--- src/rtl/keypad_pkg.sv ---
// Shared types and constants for the 4x4 keypad scan controller.
package keypad_pkg;

    localparam int unsigned ROW_W = 2;
    localparam int unsigned COL_W = 2;
    localparam int unsigned ROWS  = 4;

    localparam logic [ROWS-1:0] IDLE_ROWS = 4'hF;

    typedef enum logic [1:0] {
        SCAN,
        PRESS_DB,
        PRESSED,
        REL_DB
    } state_e;

    typedef struct packed {
        logic [ROW_W-1:0] row;
        logic [COL_W-1:0] col;
    } key_code_t;

    // Index of the lowest active-low row; F0 has the highest priority.
    function automatic logic [ROW_W-1:0] lowest_row(input logic [ROWS-1:0] rows);
        logic [ROW_W-1:0] idx;
        idx = '0;
        for (int i = int'(ROWS) - 1; i >= 0; i--) begin
            if (!rows[i]) idx = ROW_W'(i);
        end
        return idx;
    endfunction

endpackage

--- src/rtl/keypad_scan_ctrl_sync_2ff.sv ---
// Two-flop synchronizer with a configurable reset value.
module sync_2ff #(
    parameter int unsigned      WIDTH   = 1,
    parameter logic [WIDTH-1:0] RST_VAL = '0
) (
    input  logic             clk,
    input  logic             rst_n,
    input  logic [WIDTH-1:0] d,
    output logic [WIDTH-1:0] q
);

    logic [WIDTH-1:0] meta;

    always_ff @(posedge clk) begin
        if (!rst_n) begin
            meta <= RST_VAL;
            q    <= RST_VAL;
        end else begin
            meta <= d;
            q    <= meta;
        end
    end

endmodule

--- src/rtl/keypad_scan_ctrl.sv ---
// 4x4 keypad column scanner with press/release debounce and encoded key events.
// Optional auto-repeat while a key is held: define KEYPAD_REPEAT_EN.
module keypad_scan_ctrl
    import keypad_pkg::*;
#(
    parameter int unsigned SCAN_DIV     = 100_000,
    parameter int unsigned DEBOUNCE_CYC = 1_000_000,
    parameter int unsigned REPEAT_DLY   = 50_000_000,
    parameter int unsigned REPEAT_PER   = 10_000_000
) (
    input  logic                   clk,
    input  logic                   rst_n,
    input  logic [ROWS-1:0]        rows_n,
    output logic [COL_W-1:0]       col_sel,
    output logic [ROW_W+COL_W-1:0] key_code,
    output logic                   key_valid,
    output logic                   key_held
);

    localparam int unsigned MAX_AB = (SCAN_DIV > DEBOUNCE_CYC) ? SCAN_DIV : DEBOUNCE_CYC;
    localparam int unsigned MAX_CD = (REPEAT_DLY > REPEAT_PER) ? REPEAT_DLY : REPEAT_PER;
    localparam int unsigned MAX_P  = (MAX_AB > MAX_CD) ? MAX_AB : MAX_CD;
    localparam int unsigned CNT_W  = $clog2(MAX_P) + 1;

    logic [ROWS-1:0]  rs;
    state_e           state_q, state_d;
    logic [COL_W-1:0] col_q, col_d;
    key_code_t        code_q, code_d;
    logic             valid_q, valid_d;
    logic             held_q, held_d;
    logic [CNT_W-1:0] slot_q, slot_d;
    logic [CNT_W-1:0] db_q, db_d;
    logic [ROWS-1:0]  pat_q, pat_d;
`ifdef KEYPAD_REPEAT_EN
    logic [CNT_W-1:0] hold_q, hold_d;
    logic             rep_q, rep_d;
`endif

    sync_2ff #(
        .WIDTH   (ROWS),
        .RST_VAL (IDLE_ROWS)
    ) u_row_sync (
        .clk   (clk),
        .rst_n (rst_n),
        .d     (rows_n),
        .q     (rs)
    );

    // Next-state and next-output logic.
    always_comb begin
        state_d = state_q;
        col_d   = col_q;
        code_d  = code_q;
        valid_d = 1'b0;
        held_d  = held_q;
        slot_d  = slot_q;
        db_d    = db_q;
        pat_d   = pat_q;
`ifdef KEYPAD_REPEAT_EN
        hold_d  = hold_q;
        rep_d   = rep_q;
`endif
        unique case (state_q)
            SCAN: begin
                if (slot_q == CNT_W'(SCAN_DIV - 1)) begin
                    slot_d = '0;
                    if (rs != IDLE_ROWS) begin
                        pat_d   = rs;
                        db_d    = '0;
                        state_d = PRESS_DB;
                    end else begin
                        col_d = col_q + COL_W'(1);
                    end
                end else begin
                    slot_d = slot_q + CNT_W'(1);
                end
            end
            PRESS_DB: begin
                if (rs != pat_q) begin
                    state_d = SCAN;
                    slot_d  = '0;
                    col_d   = col_q + COL_W'(1);
                end else if (db_q == CNT_W'(DEBOUNCE_CYC - 1)) begin
                    state_d    = PRESSED;
                    valid_d    = 1'b1;
                    held_d     = 1'b1;
                    code_d.row = lowest_row(rs);
                    code_d.col = col_q;
`ifdef KEYPAD_REPEAT_EN
                    hold_d     = '0;
                    rep_d      = 1'b0;
`endif
                end else begin
                    db_d = db_q + CNT_W'(1);
                end
            end
            PRESSED: begin
`ifdef KEYPAD_REPEAT_EN
                // First repeat after REPEAT_DLY cycles, then one every REPEAT_PER.
                if (hold_q == (rep_q ? CNT_W'(REPEAT_PER - 1) : CNT_W'(REPEAT_DLY - 1))) begin
                    valid_d = 1'b1;
                    hold_d  = '0;
                    rep_d   = 1'b1;
                end else begin
                    hold_d = hold_q + CNT_W'(1);
                end
`endif
                if (rs == IDLE_ROWS) begin
                    db_d    = '0;
                    state_d = REL_DB;
                end
            end
            REL_DB: begin
                if (rs != IDLE_ROWS) begin
                    state_d = PRESSED;
                end else if (db_q == CNT_W'(DEBOUNCE_CYC - 1)) begin
                    held_d  = 1'b0;
                    col_d   = col_q + COL_W'(1);
                    slot_d  = '0;
                    state_d = SCAN;
                end else begin
                    db_d = db_q + CNT_W'(1);
                end
            end
        endcase
    end

    always_ff @(posedge clk) begin
        if (!rst_n) begin
            state_q <= SCAN;
            col_q   <= '0;
            code_q  <= '0;
            valid_q <= 1'b0;
            held_q  <= 1'b0;
            slot_q  <= '0;
            db_q    <= '0;
            pat_q   <= IDLE_ROWS;
`ifdef KEYPAD_REPEAT_EN
            hold_q  <= '0;
            rep_q   <= 1'b0;
`endif
        end else begin
            state_q <= state_d;
            col_q   <= col_d;
            code_q  <= code_d;
            valid_q <= valid_d;
            held_q  <= held_d;
            slot_q  <= slot_d;
            db_q    <= db_d;
            pat_q   <= pat_d;
`ifdef KEYPAD_REPEAT_EN
            hold_q  <= hold_d;
            rep_q   <= rep_d;
`endif
        end
    end

    assign col_sel   = col_q;
    assign key_code  = code_q;
    assign key_valid = valid_q;
    assign key_held  = held_q;

endmodule

--- config.mk ---
export PLATFORM = sky130hd
export DESIGN_NAME = keypad_scan_ctrl
export DESIGN_NICKNAME = d
export VERILOG_FILES = /design/src/rtl/keypad_pkg.sv /design/src/rtl/keypad_scan_ctrl_sync_2ff.sv /design/src/rtl/keypad_scan_ctrl.sv
export SDC_FILE = /design/constraint.sdc
export NUM_CORES = 1
export LEC_CHECK = 0
export CAP_MARGIN = 10
export CORE_UTILIZATION = 65
export CTS_CLUSTER_SIZE = 10
export DETAILED_ROUTE_END_ITERATION = 10
export GPL_TIMING_DRIVEN = 0
export PLACE_DENSITY = 0.84
export SLEW_MARGIN = 5
export SYNTH_ARGS = -nofsm -noshare
export SYNTH_HDL_FRONTEND = slang
export SYNTH_SLANG_ARGS = --single-unit
export TNS_END_PERCENT = 5
--- constraint.sdc ---
create_clock -name clk -period 4.85 [get_ports clk]
set_clock_uncertainty 0.2 [all_clocks]
set_input_delay 1.455 -clock clk [delete_from_list [all_inputs] [get_ports clk]]
set_output_delay 1.455 -clock clk [all_outputs]
set_load 0.02 [all_outputs]
# Yosys cells after proc, flatten, opt, wreduce, memory -nomap -nowiden
# Cells that the tools add are included.
[word_totals]
mem_count = 0
ram_bits = 0
word_cells = 83
rom_bits = 0
output_inout_bits = 8
regBits = 76
latchBits = 0
[classes]
addsub = 3
n_lt_le_gt_ge = 0
eq_ne = 19
n_shift = 0
mul = 0
n_bitwise = 3
n_mux = 36
n_reduce_logical = 11
div = 0
[op_table]
columns = ["cell", "count"]
rows = [
  ["27-bit 2-to-1 mux", 10],
  ["27-bit case mux with 4 select lines", 1],
  ["27-bit case mux with 3 select lines", 1],
  ["27-bit by 1-bit adder with 27-bit output (second input constant)", 2],
  ["2-bit 2-to-1 mux", 16],
  ["27-bit by 17-bit equality test with 1-bit output (second input constant)", 1],
  ["27-bit by 20-bit equality test with 1-bit output (second input constant)", 1],
  ["2-bit inequality test (second input constant)", 9],
  ["5-bit AND reduction", 3],
  ["2-bit case mux with 4 select lines", 1],
  ["3-bit inequality test (second input constant)", 2],
  ["2-bit case mux with 3 select lines", 1],
  ["3-bit AND reduction", 2],
  ["6-bit AND reduction", 1],
  ["1-bit 2-to-1 mux", 5],
  ["2-bit equality test (second input constant)", 2],
  ["4-bit equality test (second input constant)", 1],
  ["4-bit inequality test", 1],
  ["4-bit inequality test (second input constant)", 1],
  ["4-bit AND reduction", 1],
  ["1-bit NOT", 3],
  ["3-bit nonzero test", 1],
  ["3-bit OR reduction", 1],
  ["2-bit by 1-bit adder with 2-bit output (second input constant)", 1],
  ["4 further kinds", 4],
]

# Logic depth before layout (Yosys ltp)
# Gate-level depths: netlist of the first run.
[logic_depth]
ltp_word = 4
depth_mapped = 9
ltp_nobuf = 7

# Cells and area by module
# Synthesis of the first run repeated with hierarchy kept, for this count alone.
[hier_totals]
cells_unflattened = 460
area_unflattened_um2 = 3777.4
[by_module_without_submodules]
columns = ["module", "area_per_inst_um2", "seq_area_each_um2", "n_inst", "cells_each"]
rows = [
  ["keypad_scan_ctrl", 3567.2, 1361.3, 1, 444],
  ["sync_2ff", 210.2, 160.2, 1, 16],
]

# Least setup slack after synthesis of the first run
# OpenSTA, ideal clock, no wires.
[synth_timing]
kind = "register -> register"
start = "register slot_q[13]"
end = "register db_q[10]"
path_stages_with_launch = 9
slack_ps = 1836
t_arrival_ps = 2730
synth_period_minus_slack_ps = 3014
t_required_ps = 4566
path_cell_list = "dfxtp_1 -> or4_1 -> or4_1 -> or4b_1 -> buf_2 -> a21o_1 -> or2_4 -> buf_6 -> o31ai_2"
[synth_between]
elab_chain_len = 3
[synth_lines]
columns = ["item", "line_no", "text"]
rows = [
  ["start: declaration", "keypad_scan_ctrl.sv:31", "logic [CNT_W-1:0] slot_q, slot_d;"],
  ["start signal: assignment", "keypad_scan_ctrl.sv:148", "slot_q <= slot_d;"],
  ["27-bit by 17-bit equality test with 1-bit output", "keypad_scan_ctrl.sv:65", "if (slot_q == CNT_W'(SCAN_DIV - 1)) begin"],
  ["2-bit inequality test (no source line)", "-", ""],
  ["5-bit AND reduction (no source line)", "-", ""],
  ["end signal: assignment", "keypad_scan_ctrl.sv:136", "db_q <= '0;"],
  ["end signal: assignment", "keypad_scan_ctrl.sv:149", "db_q <= db_d;"],
  ["end: declaration", "keypad_scan_ctrl.sv:32", "logic [CNT_W-1:0] db_q, db_d;"],
]
# Every way passes these cells.
# A chain may end at the register's enable or synchronous reset.

==> flow_summary.ini, run 1 <==
[yosys]
ys_seq_elements = 76
synth-compound-area-share_pct = 19.85
synth_top_family_by_area = simple AND/OR/NAND/NOR gates
yosys.area_share.adder_pct = 0.6551
synth_area_per_cell_um2 = 8.233
syn-num-nets = 472
synth_xor_area_share_pct = 3.210
synth_edf_count = 0
synthMuxAreaShare_pct = 2.096
synth_top_area_share_pct = 39.83
synth_area_mm2 = 0.003820
yosys.area_share.simple_pct = 30.63
yosysSeqAreaShare_pct = 39.83
async_reset_ff_share_pct = 0
syn-instance-count = 464
yosysTopAreaCell = dfxtp_1
ys_warn_count = 0
synth_area_leaders = dfxtp_1 (40%), nand2_1 (3.9%), o21ai_1 (3.8%), nor2_1 (3.3%), a21oi_1 (3.1%)
synth_cell_types = 50
synthFlopType = dfxtp_1

[floorplanning]
ios = 14
start_util_pct = 68.53
rows = 27
fp.dieH_um = 78.66
fp.coreArea_mm2 = 0.005574
dieArea_mm2 = 0.006187
die_x_um = 78.66

[power_and_ir_drop]
power-per-cell-area_mw_per_mm2 = 285.1
peakVddDrop_uv = 299.4
power.leakage_nw = 1.412

[hold_path]
min_path_type = flop to flop
hp-start = u_row_sync.meta[3]$_SDFF_PN1_

[timing]
finalHoldViolCount = 0
setup_slack_ps = 1309
setup_violations = 0
min_period_ps = 3541
rsz0062_at_grt = false
min_period_over_period_pct = 73.02
tns_ps = 0
drv_slew = 0
fmax_mhz = 282.4
worst_slew_pin_slew_ps = 784.6
maxSlewHeadroom_pct = 47.29
holdWs_ps = 217.4

[clock_tree]
clock-sinks = 76
tritoncts = built
path_clk_slew_ps = 80
numCtsBuffers = 9
cts_setup_buffers = 0
cts_hold_buf = 0
cts_resized = 0
cts_buffer_depth = 2
htreeDepth = 3
clock-root-buffer = clkbuf_8
clk_latency_ps = 340

[setup_path]
critPathLaunch = rst_n
crit_path_start_kind = input port
critPathMaxStageDelay_ps = 550
path_cells = clkdlybuf4s50_1 > clkbuf_1 > nand2_1 > nor2_1 > nand2_1 > o41ai_1
crit_top_cell = nand2_1
arrival_ps = 3580
cp.required_ps = 4890
rr_startpoint = slot_q[13]$_SDFFE_PN0P_
crit_slowest_cell = clkdlybuf4s50_1
criticalPathCategory = input port to flop
crit_fanout = 10
cp-end-kind = flop

[routing]
dr.pass1.iters = 5
wl_met2_um = 4260
wire_per_inst_um = 16.74
vias_per_cell = 6.616
vias = 3738
routedLengthMet1_um = 4231
met3_length_um = 863
ant_nets = 0
drt_wl_total_um = 9459
first_iter_violations = 371
highest_layer = met4
drc = 0

[global_route]
grt_pass1_wl_um = 15730
antenna_found_initial = 0
grt_overflow = 0
grt_pass1_vias = 3335
track_usage_pct = 32.62
grt_max_degree = 15

[placement]
hpwl_um = 6514
portBuffers = 13
pre_cts_ws_ps = 1029
gp_congestion = 0.9005

[final_layout]
nNetsFinal = 496
fillers = 425
final_layout_size_suffix_gt1_share_pct = 6.491
diodes = 0
syn2layout_area_growth_pct = 11.66

[run_status]
outcome = complete, no violations

[flow_run]
cap_violations = 0
==> placed cells by master, fill, tap and decap left out, types with 4 or more instances in the layout <==
master / instances
and2_1: 7
and4_1: 6
inv_1: 12
and3_1: 11
mux2i_1: 8
dfxtp_1: 76
xor2_1: 12
clkbuf_1: 19
clkbuf_8: 9
nor3_1: 15
nand4_1: 18
or3_1: 6
nor4b_1: 7
a31oi_1: 7
nand2_1: 40
or4_1: 12
nor4_1: 9
o31ai_1: 12
nor2b_1: 4
o21ai_0: 14
nand3_1: 22
o2111ai_1: 4
nand2b_1: 10
nor2_1: 34
a21oi_1: 24
clkdlybuf4s50_1: 13
o21ai_1: 29
o31ai_2: 8
==> cells by family after synthesis <==
group / after synthesis
muxes: 8
and+or+nand+nor: 213
buffers and inverters: 35
xor gates and xnor gates: 14
DFF: 76
AOI/OAI and AO/OA: 116
adders and majority gates: 2
==> synthesized netlist by cell type, drive strengths merged, types with 6 or more instances <==
cell type  count
o21ai         43
nor3          15
o31ai         20
a31oi          7
a21oi         24
nor4           9
or3            6
nand4         18
nand3         22
and3          11
nor2          34
and4           6
and2           7
xor2          12
nand2         40
or4           12
mux2i          8
clkbuf        19
inv           12
nor4b          7
nand2b        10
dfxtp         76
==> power by group <==
part	total, W	switching (W)	internal (W)	leakage [nW]
clock	0.000540	0.000248	0.000292	0.106
sequential	0.000636	0.00000613	0.000629	0.615
combinational	0.0000409	0.0000254	0.0000155	0.691
==> worst paths after layout <==
kind	end	slack (ps)	cells after the start
worst max-delay path	slot_q[14]$_SDFFE_PN0P_	1310	6
worst min-delay path	u_row_sync.q[3]$_SDFF_PN1_	220	1
worst max register to register	db_q[21]$_SDFFE_PN0P_	1430	8
worst min register to register	u_row_sync.q[3]$_SDFF_PN1_	220	1
==> stage by stage <==
| stage | power, W | cells | utilization, % | area [µm²] |
|---|---|---|---|---|
| final | 0.001216 | 565 | 76.52 | 4265 |
| after global routing | 0.001261 | 565 | 76.52 | 4265 |
| after CTS | 0.001217 | 565 | 76.52 | 4265 |
| after detailed placement | 0.0006896 | 549 | 72.48 | 4040 |
| after global placement | 0.0006882 | 549 | 72.48 | 4040 |
| after floorplan | 0.0006741 | 464 | - | 3820 |
==> per-layer routing <==
layer / global-route usage, % / up-vias
met5: 0 / -
met4: 12.59 / 0
met3: 6.395 / 13
met2: 49.91 / 196
met1: 45.05 / 1742
li1: - / 1787
==> layout make-up <==
type	count	area (µm²)	share of cell area, %
sequential	76	1521	35.67
inverter	12	45.04	1.056
timing repair buffer	13	130.1	3.051
buffer	23	97.59	2.288
multi-input combinational	353	2156	50.54
clock buffer	9	123.9	2.904
tap	72	90.09	2.112
clock inverter	7	101.3	2.376
==> worst max-delay path: cells and delay by family <==
family	cells	cell delay, ps
AND/OR/NAND/NOR	3	850
buffers and inverters	2	980
AO/OA/AOI/OAI	1	290
==> sequential cells by signal, indices dropped and copies added, names as in the netlist <==
signal           cells
col_sel              2
db_q                27
key_code             4
key_held             1
key_valid            1
pat_q                4
slot_q              27
state_q              2
u_row_sync.meta      4
u_row_sync.q         4
Power figures use the tool's default switching activity.
==> run 2: changes to the inputs <==
--- a/config.mk
+++ b/config.mk
@@ -6,11 +6,11 @@
 export NUM_CORES = 1
 export LEC_CHECK = 0
 export CAP_MARGIN = 10
-export CORE_UTILIZATION = 65
+export CORE_UTILIZATION = 61
 export CTS_CLUSTER_SIZE = 10
 export DETAILED_ROUTE_END_ITERATION = 10
 export GPL_TIMING_DRIVEN = 0
-export PLACE_DENSITY = 0.84
+export PLACE_DENSITY = 0.8
 export SLEW_MARGIN = 5
 export SYNTH_ARGS = -nofsm -noshare
 export SYNTH_HDL_FRONTEND = slang
==> constraint.sdc (replaced) <==
create_clock -name clk -period 3.4 [get_ports clk]
set_clock_uncertainty 0.2 [all_clocks]
set_input_delay 1.02 -clock clk [delete_from_list [all_inputs] [get_ports clk]]
set_output_delay 1.02 -clock clk [all_outputs]
set_load 0.02 [all_outputs]
==> flow_summary.ini, run 2 (synthesis results as in run 1) <==
[run_status]
outcome = complete, no violations

[routing]
dr.pass1.iters = 5
vias_per_cell = 6.439
drt_wl_total_um = 9457
drc = 0
ant_nets = 0
vias = 3651
first_iter_violations = 315
wire_per_inst_um = 16.68

[setup_path]
crit_slowest_cell = or4_4
criticalPathCategory = flop to flop
critPathTopFamily = simple AND/OR/NAND/NOR gates
rr_startpoint = slot_q[13]$_SDFFE_PN0P_
crit_path_start_kind = flop
r2r_end = db_q[10]$_SDFFE_PN0P_
cp-end-kind = flop
arrival_ps = 3340
path_cells = or4_4 > or4_1 > or4b_1 > buf_4 > a21o_4 > or2_4 > buf_6 > o31ai_2
cp.required_ps = 3460
cp.depth = 8
crit_fanout = 10
reg2reg_depth = 8
reg2reg_slack_ps = 120
critPathBufInv = 2
critPathMaxStageDelay_ps = 530

[floorplanning]
fp.coreArea_mm2 = 0.005991
die_x_um = 81.14
rows = 28
dieArea_mm2 = 0.006583
ios = 14
start_util_pct = 63.76
fp.dieH_um = 81.14

[clock_tree]
cts_setup_buffers = 0
path_clk_slew_ps = 80
tritoncts = built
htreeDepth = 3
cts_buffer_depth = 2
clk_latency_ps = 340
clock-sinks = 76
numCtsBuffers = 9
clock-root-buffer = clkbuf_8

[final_layout]
final_cell_mix = dfxtp_1 (75), nand2_1 (40), nor2_1 (34)
syn2layout_area_growth_pct = 13.04
nNetsFinal = 496
layoutNonFillerInstCount = 567
final_common_cell = dfxtp_1
top_regs = db_q: 27 flops, slot_q: 27 flops
final_layout_size_suffix_gt1_share_pct = 7.317
diodes = 0

[timing]
setup_violations = 0
setup_slack_ps = 117.9
rsz0062_at_grt = false
min_period_over_period_pct = 96.53
tns_ps = 0
drv_slew = 0
worst_slew_pin_slew_ps = 797.2
holdWs_ps = 214.6
fmax_mhz = 304.7
maxSlewHeadroom_pct = 46.44
min_period_ps = 3282
finalHoldViolCount = 0

[placement]
pre_cts_ws_ps = -16.48
dp_cells = 552
hpwl_um = 6458
portBuffers = 13
gp_congestion = 0.9422

[global_route]
grt.met3_usage_pct = 4.719
use_met1_pct = 41.70
track_usage_pct = 30.16
grt_pass1_wl_um = 15190
grt_overflow = 0
grtUsageMet2_pct = 47.56
grt_max_degree = 13
grt-busiest-layer = met2
antenna_found_initial = 0
grt_pass1_vias = 3204

[flow_run]
cap_violations = 0

[power_and_ir_drop]
power-per-cell-area_mw_per_mm2 = 416.2
switching_share_pct = 20.72
clockPowerShare_pct = 46.3
pwr-share-seq_pct = 50.4
intPower_w = 0.001425
peakVddDrop_uv = 319.6
p_comb_share_pct = 3.3
power.leakage_nw = 1.429
netSwitchingPower_w = 0.0003725

[hold_path]
min_path_type = flop to flop
holdPathEnd = u_row_sync.q[2]$_SDFF_PN1_
hp-start = u_row_sync.meta[2]$_SDFF_PN1_
hold_depth = 1
run 2: per-layer routing:
metal / vias to the layer above / part of all wire (%) / wire (µm)
met3: 19 / 6.3 / 599
met1: 1703 / 47 / 4452
met2: 147 / 45 / 4259
li1: 1782 / - / -
met4: 0 / 1.5 / 146
met5: - / 0 / 0
run 2: per-stage QoR:
stage | util [%] | instance area, µm² | total power (W)
after floorplan | - | 3820 | 0.0009616
after global placement | 67.50 | 4044 | 0.0009822
after detailed placement | 67.50 | 4044 | 0.0009851
after CTS | 71.49 | 4283 | 0.001805
after global routing | 72.08 | 4318 | 0.001847
final | 72.08 | 4318 | 0.001797
run 2: what timing repair did:
| item | 4_1_cts | 5_1_grt |
|---|---|---|
| endpoints found under the setup margin | 0 | 22 |
| hold buffers | 0 | 0 |
| gates resized for setup | 0 | 13 |
run 2: power groups by stage:
stage          Sequential, W  Combinational [W]  Clock, W
6_report            0.000907          0.0000594  0.000831
5_1_grt             0.000908          0.0000655  0.000874
4_1_cts             0.000906          0.0000589  0.000840
3_5_place_dp        0.000927          0.0000580         0
3_3_place_gp        0.000927          0.0000557         0
2_1_floorplan       0.000926          0.0000354         0
run 2: layout make-up:
class                      count  area [µm²]
multi-input combinational    353        2180
fill                         488        1673
sequential                    76        1523
clock buffer                  11       141.4
timing repair buffer          13       130.1
buffer                        23       107.6
clock inverter                 4       97.59
tap                           75       93.84
inverter                      12       45.04
run 2: worst max-delay path by stage:
stage / start / end / slack (ps)
after floorplan: slot_q[13]$_SDFFE_PN0P_ / db_q[13]$_SDFFE_PN0P_ / 390
final: slot_q[13]$_SDFFE_PN0P_ / db_q[10]$_SDFFE_PN0P_ / 120
after global routing: slot_q[14]$_SDFFE_PN0P_ / db_q[10]$_SDFFE_PN0P_ / 9
after CTS: slot_q[13]$_SDFFE_PN0P_ / db_q[13]$_SDFFE_PN0P_ / 30
after detailed placement: rst_n / slot_q[13]$_SDFFE_PN0P_ / -20
after global placement: rst_n / slot_q[14]$_SDFFE_PN0P_ / 5
==> run 3: changes to the inputs <==
--- a/config.mk
+++ b/config.mk
@@ -5,8 +5,9 @@
 export SDC_FILE = /design/constraint.sdc
 export NUM_CORES = 1
 export LEC_CHECK = 0
+export ABC_AREA = 1
 export CAP_MARGIN = 10
-export CORE_UTILIZATION = 61
+export CORE_UTILIZATION = 62
 export CTS_CLUSTER_SIZE = 10
 export DETAILED_ROUTE_END_ITERATION = 10
 export GPL_TIMING_DRIVEN = 0
==> flow_summary.ini, run 3 <==
[run_status]
outcome = complete, no violations

[clock_tree]
htreeDepth = 3
cts_buffer_depth = 2
cts_setup_buffers = 0
clk_latency_ps = 360
path_clk_slew_ps = 90
numCtsBuffers = 9
cts_resized = 0
clock-sinks = 76
cts_hold_buf = 0
tritoncts = built
clock-root-buffer = clkbuf_8

[routing]
drc = 0
vias = 5048
ant_nets = 0
vias_per_cell = 5.499
drt_wl_total_um = 12900
dr.pass1.iters = 5
first_iter_violations = 389
wire_per_inst_um = 14.05

[final_layout]
final_layout_size_suffix_gt1_share_pct = 10.38
syn2layout_area_growth_pct = 8.847
fillers = 657
diodes = 0
nNetsFinal = 822
utilization_pct = 71.02
final_common_cell = nand2_1
postLayoutCellArea_mm2 = 0.005234
top_regs = db_q: 27 flops, slot_q: 27 flops
final_cell_mix = nand2_1 (262), nor2_1 (135), dfxtp_1 (76)

[setup_path]
cp.required_ps = 2180
cp-end-kind = output port
crit_slowest_cell = clkdlybuf4s50_1
critPathBufInv = 1
criticalPathCategory = flop to output port
crit_fanout = 4
critPathTopFamily = buffers and inverters
crit_path_start_kind = flop
path_cells = clkdlybuf4s50_1
critPathMaxStageDelay_ps = 620
arrival_ps = 1380

[global_route]
antenna_found_initial = 0
track_usage_pct = 33.09
grt_pass1_wl_um = 21790
grt_overflow = 0
grt_max_degree = 16
grt_pass1_vias = 4862

[yosys]
synth_cell_types = 38
yosysTopAreaCell = dfxtp_1
ys_warn_count = 0
async_reset_ff_share_pct = 0
yosysSeqAreaShare_pct = 31.64
synth_area_leaders = dfxtp_1 (32%), nand2_1 (20%), nor2_1 (11%), nand3_1 (7.0%), inv_1 (5.2%)
synthFlopType = dfxtp_1
yosysMostFrequentCell = nand2_1
synth_area_per_cell_um2 = 6.079
synth_common_cells = nand2_1 (262), nor2_1 (135), dfxtp_1 (76)
syn-num-nets = 799
synth_area_mm2 = 0.004808
syn-instance-count = 791
ys_seq_elements = 76
synth_top_area_share_pct = 31.64
synth_edf_count = 0

[timing]
min_period_ps = 2596
maxSlewHeadroom_pct = 46.83
tns_ps = 0
finalHoldViolCount = 0
fmax_mhz = 385.1
min_period_over_period_pct = 76.37
drv_slew = 0
setup_violations = 0
worst_slew_pin_slew_ps = 797.5
rsz0062_at_grt = false

[placement]
gp_congestion = 1.005
hpwl_um = 9803
portBuffers = 12
placedInstanceArea_mm2 = 0.005052

[floorplanning]
ios = 14
die_x_um = 90.07
fp.coreArea_mm2 = 0.007370
start_util_pct = 65.25
dieArea_mm2 = 0.008112
fp.dieH_um = 90.07
rows = 31

[power_and_ir_drop]
power.leakage_nw = 2.026
power-per-cell-area_mw_per_mm2 = 327.7
peakVddDrop_uv = 179.1
power_w = 0.001715

[hold_path]
min_path_type = flop to flop

[flow_run]
cap_violations = 0
==> run 3: cell types whose count changed after synthesis, moves of 12 or more <==
cell | previous run | this run
nor2_1 | 34 | 135
or4_1 | 12 | 0
inv_1 | 12 | 66
nand2_2 | 0 | 15
o21ai_1 | 29 | 2
nand3_1 | 22 | 67
nand2_1 | 40 | 262
==> run 3: cell families (layout without fill, tap and decap cells) <==
| logic type | after synthesis | in the layout | synth area share, % |
|---|---|---|---|
| xor+xnor | 14 | 14 | 2.550 |
| flops | 76 | 76 | 31.64 |
| compound gates | 78 | 78 | 9.576 |
| fa+ha+maj | 2 | 2 | 0.5203 |
| simple gates | 530 | 530 | 47.49 |
| buf+inv | 91 | 119 | 8.223 |
==> run 3: path summary, 6_finish.rpt <==
check                                 from  depth (start not counted)                    endpoint  slack [ps]
max reg2reg           db_q[0]$_SDFFE_PN0P_                          9     slot_q[13]$_SDFFE_PN0P_         900
min reg2reg  u_row_sync.meta[1]$_SDFF_PN1_                          1  u_row_sync.q[1]$_SDFF_PN1_         220
min          u_row_sync.meta[1]$_SDFF_PN1_                          1  u_row_sync.q[1]$_SDFF_PN1_         220
max                col_sel[1]$_SDFFE_PN0P_                          1                  col_sel[1]         800
==> run 3: area by class of cell <==
type | count | area (µm²) | area share (%)
inverter | 71 | 266.5 | 5.092
sequential | 76 | 1521 | 29.07
timing repair buffer | 12 | 120.1 | 2.295
multi-input combinational | 624 | 2892 | 55.25
tap | 99 | 123.9 | 2.367
clock inverter | 7 | 57.56 | 1.100
clock buffer | 9 | 123.9 | 2.367
buffer | 20 | 128.9 | 2.462
==> run 3: stage by stage <==
stage	hold WS [ps]	instances	setup WS, ps
floorplan	192.5	791	1083
finish	218.8	918	803.6
global route	233.1	918	674.3
global placement	193.9	902	557.2
CTS	219.1	918	795.4
detailed placement	198.2	902	507.8
==> run 3: report_power, final <==
part | leakage, nW | switching (W) | internal, W
Clock | 0.0886 | 0.000398 | 0.000277
Sequential | 0.615 | 0.0000121 | 0.000900
Combinational | 1.32 | 0.0000870 | 0.0000404
==> run 3: metal layers <==
layer  routed length (µm)  GRT usage, %
met1                 5501         38.02
met2                 6375         60.05
met3                  575         4.484
met4                  444         15.99
met5                    0             0
